[config.mk]
export PLATFORM = sky130hd
export DESIGN_NAME = goldsmith_prenorm
export DESIGN_NICKNAME = d
export VERILOG_FILES = /design/src/rtl/goldsmith_pkg.sv /design/src/rtl/goldsmith_prenorm.sv
export SDC_FILE = /design/constraint.sdc
export NUM_CORES = 1
export LEC_CHECK = 0
export CAP_MARGIN = 10
export CORE_MARGIN = 2
export CORE_UTILIZATION = 40
export DETAILED_ROUTE_END_ITERATION = 6
export PLACE_DENSITY = 0.71
export SLEW_MARGIN = 10
export SYNTH_ARGS = -nofsm -noshare
export SYNTH_HDL_FRONTEND = slang
export SYNTH_SLANG_ARGS = --single-unit
[constraint.sdc]
create_clock -name clk -period 4 [get_ports clk]
set_input_delay 0.8 -clock clk [delete_from_list [all_inputs] [get_ports clk]]
set_output_delay 0.8 -clock clk [all_outputs]
set_load 0.1 [all_outputs]
[src/rtl/goldsmith_pkg.sv]
// Shared definitions for the Goldsmith divider and its operand pre-normaliser.
// Operands are Q9.23 unsigned fixed point.
package goldsmith_pkg;

    localparam int WIDTH = 32;
    localparam int FRAC  = 23;

    typedef enum logic [1:0] {
        IDLE  = 2'd0,
        CHECK = 2'd1,
        SHIFT = 2'd2,
        DONE  = 2'd3
    } prenorm_state_t;

    localparam logic [WIDTH-1:0] ONE_HALF = 32'h0040_0000;

endpackage

[src/rtl/goldsmith_prenorm.sv]
// Scales dividend and divisor by a common power of two, one bit per clock, until the
// divisor sits in [0.5,1). The quotient is unchanged; feeds goldSmithDiv directly.
module goldsmith_prenorm #(
    parameter int WIDTH = goldsmith_pkg::WIDTH,
    parameter int FRAC  = goldsmith_pkg::FRAC,
    parameter int SHW   = 6
) (
    input  logic             clk,
    input  logic             reset,
    input  logic             start,
    input  logic             stop,
    input  logic [WIDTH-1:0] dividend,
    input  logic [WIDTH-1:0] divisor,
    output logic             busy,
    output logic             done,
    output logic [WIDTH-1:0] norm_dividend,
    output logic [WIDTH-1:0] norm_divisor,
    output logic [SHW:0]     shift_amt,
    output logic             div_zero,
    output logic             ovf
);
    import goldsmith_pkg::*;

    localparam logic [SHW:0]     SH_ONE = {{SHW{1'b0}}, 1'b1};
    localparam logic [WIDTH-1:0] ONES   = '1;

    prenorm_state_t   state;
    logic [WIDTH-1:0] dvd, dvs;
    logic [SHW:0]     sh;
    logic             dz, ov;

    always_ff @(posedge clk or posedge reset) begin
        if (reset) begin
            state <= IDLE;
            dvd   <= '0;
            dvs   <= '0;
            sh    <= '0;
            dz    <= 1'b0;
            ov    <= 1'b0;
        end else if (stop && state != IDLE) begin
            state <= IDLE;
            dvd   <= '0;
            dvs   <= '0;
            sh    <= '0;
            dz    <= 1'b0;
            ov    <= 1'b0;
        end else begin
            case (state)
                IDLE: begin
                    if (start && !stop) begin
                        dvd   <= dividend;
                        dvs   <= divisor;
                        sh    <= '0;
                        dz    <= 1'b0;
                        ov    <= 1'b0;
                        state <= CHECK;
                    end
                end
                CHECK: begin
                    if (dvs == '0) begin
                        dz    <= 1'b1;
                        dvd   <= ONES;
                        dvs   <= '0;
                        state <= DONE;
                    end else begin
                        state <= SHIFT;
                    end
                end
                SHIFT: begin
                    if (dvs[WIDTH-1:FRAC] != '0) begin
                        dvd <= dvd >> 1;
                        dvs <= dvs >> 1;
                        sh  <= sh - SH_ONE;
                    end else if (!dvs[FRAC-1]) begin
                        dvs <= dvs << 1;
                        sh  <= sh + SH_ONE;
                        // Once the dividend has lost its MSB it stays saturated.
                        if (ov || dvd[WIDTH-1]) begin
                            ov  <= 1'b1;
                            dvd <= ONES;
                        end else begin
                            dvd <= dvd << 1;
                        end
                    end else begin
                        state <= DONE;
                    end
                end
                DONE:    state <= IDLE;
                default: state <= IDLE;
            endcase
        end
    end

    assign busy          = (state != IDLE);
    assign done          = (state == DONE);
    assign norm_dividend = dvd;
    assign norm_divisor  = dvs;
    assign shift_amt     = sh;
    assign div_zero      = dz;
    assign ovf           = ov;

endmodule

# --- Yosys cells after proc, flatten, opt, wreduce, memory -nomap -nowiden ---
# Cells that the tools add are included.
op_classes:
  mux: 33
  add_sub_neg: 2
  eq_ne: 10
  reduce_logical: 17
ops:
  columns: ["cell", "count"]
  rows:
  - ["$mux W32", 11]
  - ["$pmux W32 S3", 2]
  - ["$logic_not A32 Y1", 1]
  - ["$mux W7", 4]
  - ["$ne A3 B3 Y1 const B", 6]
  - ["$pmux W7 S2", 1]
  - ["$reduce_and A3 Y1", 4]
  - ["$reduce_bool A9 Y1", 1]
  - ["$mux W1", 8]
  - ["$mux W2", 4]
  - ["$pmux W2 S4", 1]
  - ["$add A7 B1 Y7 const B", 1]
  - ["$sub A7 B1 Y7 const B", 1]
  - ["$reduce_bool A3 Y1", 2]
  - ["$reduce_and A5 Y1", 1]
  - ["$eq A2 B2 Y1 const B", 2]
  - ["$ne A4 B4 Y1 const B", 1]
  - ["$pmux W1 S2", 2]
  - ["$reduce_and A4 Y1", 1]
  - ["$reduce_bool A4 Y1", 1]
  - ["$eq A2 B1 Y1 const B", 1]
  - ["$logic_and A1 B1 Y1", 2]
  - ["$logic_not A2 Y1", 1]
  - ["$reduce_bool A2 Y1", 1]
  - ["other kinds (2)", 2]
totals:
  out_inout_bits: 75
  in_bits: 68
  ff_bits: 75
  word_cells: 69

# --- Logic depth before layout (Yosys ltp) ---
depth:
  ltp_word: 6
  ltp_mapped: 11
  ltp_nobuf: 9

# --- Worst setup path after synthesis ---
# Ideal clock, no wire load.
synth_path:
  kind: "register to register"
  startpoint: "register dvs[23], in the netlist norm_divisor[23]"
  endpoint: "register sh[6], in the netlist shift_amt[6]"
  period_less_slack_ns: 3.343
  path_slack_ns: 0.657
  required_time_ns: 3.920
  n_path_buf: 2
  t_arrival_ns: 3.263
  setup_ns: 0.080
  stages_incl_launch_ff: 12
  cell_sequence: "dfrtp_1 nor3_1 and3_1 buf_4 inv_4 clkbuf_1 ha_1 a211oi_1 o21ai_0 a21o_1 a21oi_1 a2bb2oi_1"
synth_between:
  elab_chain_cells: 4
  elab_cells_between_ends: 6
  classes_between: "eq/ne: 1; mux: 3; reduce/logical: 2"
synth_lines:
  columns: ["item", "line", "rtl"]
  rows:
  - ["start: declaration", "goldsmith_prenorm.sv:28", "logic [WIDTH-1:0] dvd, dvs;"]
  - ["start signal: assignment", "goldsmith_prenorm.sv:52", "dvs <= divisor;"]
  - ["start signal: assignment", "goldsmith_prenorm.sv:72", "dvs <= dvs >> 1;"]
  - ["start signal: assignment", "goldsmith_prenorm.sv:75", "dvs <= dvs << 1;"]
  - ["$reduce_bool A9 Y1 *", "goldsmith_prenorm.sv:70", "if (dvs[WIDTH-1:FRAC] != '0) begin"]
  - ["$mux W7", "goldsmith_prenorm.sv:70", null]
  - ["$pmux W7 S2", "goldsmith_prenorm.sv:48", "case (state)"]
  - ["$mux W7", "goldsmith_prenorm.sv:40", "end else if (stop && state != IDLE) begin"]
  - ["end signal: assignment", "goldsmith_prenorm.sv:73", "sh <= sh - SH_ONE;"]
  - ["end signal: assignment", "goldsmith_prenorm.sv:76", "sh <= sh + SH_ONE;"]
  - ["end: declaration", "goldsmith_prenorm.sv:29", "logic [SHW:0] sh;"]
# Mark *: on every way between the ends. The rest lies on a longest branch, timed or not.
# A chain may end at the register's enable or synchronous reset.

# --- Final worst setup path ---
layout_path:
  startpoint: "register dvs[28], in the netlist norm_divisor[28]"
  endpoint: "register dvd[31], in the netlist norm_dividend[31]"
layout_between:
  elab_chain_cells: 4
  elab_cells_between_ends: 8
  classes_between: "eq/ne: 2; mux: 3; reduce/logical: 3"
layout_lines:
  columns: ["item", "line", "rtl"]
  rows:
  - ["$reduce_bool A9 Y1", "goldsmith_prenorm.sv:70", null]
  - ["$mux W32", "goldsmith_prenorm.sv:70", null]
  - ["$pmux W32 S3", "goldsmith_prenorm.sv:48", null]
  - ["$mux W32", "goldsmith_prenorm.sv:40", null]
  - ["end signal: assignment", "goldsmith_prenorm.sv:51", "dvd <= dividend;"]
  - ["end signal: assignment", "goldsmith_prenorm.sv:71", "dvd <= dvd >> 1;"]
  - ["end signal: assignment", "goldsmith_prenorm.sv:82", "dvd <= dvd << 1;"]
  - ["end: declaration", "goldsmith_prenorm.sv:28", null]
# Several ways; a longest one is shown, not always the timed one.

==> flow_summary_export.csv <==
group,metric,value,unit
outcome,outcome,"complete, no violations",
synthesis,syn_inst,490,
timing,final_hold_viol_count,0,
place,hpwlAfterDp,10.1,mm
synthesis,synth.top_cell.area_share,37.8,%
timing,report.final.setup_viol,0,
worst_setup_path,critPathBufInv,2,
global_routing,first_pass_grt_wire_length,23.7,mm
global_routing,globalRouteTotalUtil,22.4,%
worst_setup_path,crit_chain,"nor4_2 > and3_1 > inv_4 > nor4_4 > o21a_4 > buf_4 > mux2_2",
worst_hold_path,hold_path_class,"reg2reg",
drt,remaining_drc_errors,0,
clock_network,worstSkewPairLatency,0.34,ns
timing,relSlewSlack,32.0,%
drt,route.antenna.remaining_nets,0,
finish,n_antenna_cell,0,
finish,flow.area_growth_from_synthesis,37.4,%
clock_network,postCtsHoldBufs,0,
synthesis,avg_cell_area_syn,10.1,um2
synthesis,dominant_combinational_cell_family_by_area_after_synthesis,"compound AO/OA/AOI/OAI gates",
worst_setup_path,arrival,3.41,ns
clock_network,tritoncts,"done",
clock_network,cts_buffer_depth,2,
worst_setup_path,crit_path_max_incr_delay,0.58,ns
synthesis,yosys-top-cells-area,"sky130_fd_sc_hd__dfrtp_1, sky130_fd_sc_hd__mux2_4, sky130_fd_sc_hd__o21ai_0",
synthesis,synth-compound-area-share,22.0,%
clock_network,post_cts_resize_count,0,
synthesis,ys_ff_latch,75,
worst_setup_path,worst_path_max_delay_cell,"sky130_fd_sc_hd__buf_4",
clock_network,cts_setup_buffers,0,
finish,drive_gt1_share,14.3,%
drt,route.detailed.wl_per_inst,19.0,um
synthesis,proportion_of_synthesized_flip_flops_having_asynchronous_set_or_reset,100,%
global_routing,grt_start_max_net_pins,76,
clock_network,root_buffer,"sky130_fd_sc_hd__clkbuf_16",
floorplan,dieArea,13300,um2
global_routing,grt.met2_usage,35.8,%
synthesis,netlist_top_cells_count,"sky130_fd_sc_hd__dfrtp_1, sky130_fd_sc_hd__o21ai_0, sky130_fd_sc_hd__mux2_4",
floorplan,io_pins,143,
global_routing,grt_pass1_vias,4534,
synthesis,synthesis.nets,569,
timing,maxSlewViolCount,0,
finish,layout.cell_area.non_filler,6820,um2
global_routing,met1_usage,30.9,%
drt,drtIter0Drc,314,
synthesis,synth-main-ff-cell,"sky130_fd_sc_hd__dfrtp_1",
floorplan,core_area,12100,um2
global_routing,grt-busiest-layer,"met2",
synthesis,yosysWarnings,0,
worst_setup_path,cp-end-kind,"flip-flop",
drt,dr_total_vias,4615,
synthesis,synth_sequential_area_ratio,37.8,%
synthesis,synth_enable_flop_cells,0,
floorplan,die-width,115,um
global_routing,grt.overflow.total,0,
global_routing,grt_antenna_before_repair,1,
worst_setup_path,criticalPathCategory,"reg2reg",
clock_network,tritoncts_num_sinks,75,
synthesis,synth_cell_types,53,
synthesis,synth-simple-area-share,10.9,%
synthesis,synth_xor_area_share,0.353,%
global_routing,grtUsageMet3,4.96,%
drt,drt-total-wl,15.0,mm
timing,worst_pin_slew,1.02,ns
clock_network,clock_tree.htree_level_count,3,
timing,fmax,313,MHz
timing,min_period_over_period,79.7,%
synthesis,synth.mux.area_fraction,20.3,%
synthesis,yosysMostFrequentCell,"sky130_fd_sc_hd__dfrtp_1",
timing,finalSetupTns,0,ns
drt,vias_per_cell,5.85,
synthesis,yosys.area_share.adder,2.93,%
timing,clock_skew,0.0108,ns
clock_network,cts_inserted_buffers,9,
place,place.port_buffers,142,
place,placed_area,6500,um2
clock_network,clk_transition_reported_paths,0.06,ns
finish,num-nets-final,695,
floorplan,row_count,40,
floorplan,initial_core_util,41.1,%
job,maxCapViolCount,0,
timing,period_needed,3.19,ns
floorplan,die-height,115,um
place,place.gp.congestion,0.842,
worst_setup_path,worst_path_dominant_cell_family,"simple AND/OR/NAND/NOR gates",
worst_setup_path,crit_fanout,34,
timing,setup_repair_after_global_routing_missed_its_margin,"false",
worst_setup_path,startpoint_type,"flip-flop",
synthesis,yosysTopAreaCell,"sky130_fd_sc_hd__dfrtp_1",
drt,firstDrtPassIters,5,
worst_setup_path,critical_path_required,4.22,ns
synthesis,post_synth_instance_area,4960,um2
cell families (layout without fill, tap and decap cells):
group	count (synthesis)	count (layout)
AO/OA/AOI/OAI	170	170
AND/OR/NAND/NOR	98	98
flip-flops	75	75
multiplexers	74	74
buffers and inverters	60	191
adder cells (fa/ha/maj)	11	11
XOR/XNOR	2	2
tightest hold or removal path, stage by stage (launching register included):
cell and delay (ns):
sky130_fd_sc_hd__dfrtp_1 0.38, sky130_fd_sc_hd__nand2_1 0.06, sky130_fd_sc_hd__o21ai_0 0.07
stage by stage:
stage	setup WS, ns	instances	hold WS (ns)	util, %
floorplan	0.657	490	0.567	-
global placement	0.786	773	0.504	53.9
detailed placement	0.714	773	0.524	53.9
CTS	0.828	789	0.537	56.5
global route	0.545	789	0.565	56.5
finish	0.810	789	0.539	56.5
path summary, 6_finish.rpt:
check                                     to              from  slack (ns)  depth (start not counted)
min in group asynchronous  norm_dividend[11]             reset        0.86                          3
setup / recovery           norm_dividend[31]  norm_divisor[28]        0.81                          7
hold reg to reg                 shift_amt[2]      shift_amt[2]        0.54                          2
setup reg to reg           norm_dividend[31]  norm_divisor[28]        0.81                          7
max in group asynchronous       shift_amt[0]             reset        2.78                          3
hold / removal                  shift_amt[2]      shift_amt[2]        0.54                          2
layout by cell type, fill, tap and decap left out, types with 3 or more instances in the layout:
master	synthesis	final
sky130_fd_sc_hd__a21o_1	3	3
sky130_fd_sc_hd__a21oi_1	46	46
sky130_fd_sc_hd__a22o_1	3	3
sky130_fd_sc_hd__a32oi_1	5	5
sky130_fd_sc_hd__and3_1	6	6
sky130_fd_sc_hd__and4_1	5	5
sky130_fd_sc_hd__buf_4	1	12
sky130_fd_sc_hd__clkbuf_16	0	9
sky130_fd_sc_hd__clkdlybuf4s50_1	0	141
sky130_fd_sc_hd__dfrtp_1	75	75
sky130_fd_sc_hd__ha_1	10	10
sky130_fd_sc_hd__inv_1	18	17
sky130_fd_sc_hd__mux2_2	3	3
sky130_fd_sc_hd__mux2_4	52	52
sky130_fd_sc_hd__mux2i_1	19	19
sky130_fd_sc_hd__nand2_1	25	25
sky130_fd_sc_hd__nand3_1	11	11
sky130_fd_sc_hd__nand4_1	5	5
sky130_fd_sc_hd__nor2_1	12	11
sky130_fd_sc_hd__nor2b_1	10	10
sky130_fd_sc_hd__nor3_1	6	6
sky130_fd_sc_hd__nor4_1	9	9
sky130_fd_sc_hd__o21ai_0	53	53
sky130_fd_sc_hd__o221ai_1	29	29
sky130_fd_sc_hd__o2bb2ai_1	4	4
sky130_fd_sc_hd__o31ai_1	9	9
flip-flops by register name, indices dropped and copies added, names as in the netlist:
| name | cells |
|---|---|
| div_zero | 1 |
| shift_amt | 7 |
| norm_dividend | 32 |
| ovf | 1 |
| norm_divisor | 32 |
| state | 2 |
final cells by class:
cell class	count	area, um2
clock buffers	11	233
clock inverters	5	85.1
fillers	1084	5250
inverters	21	81.3
multi-input cells	355	2810
flip-flops and latches	75	1880
well taps	168	210
repair buffers	154	1520
metal layers:
layer / vias up / wire (um)
met2: 187 / 7240
met3: 17 / 1080
met4: 2 / 155
met1: 2299 / 6530
met5: - / 13
li1: 2110 / -
Power is not shown: default switching activity piles up to over one toggle a cycle in this logic, so the estimate is an artifact.
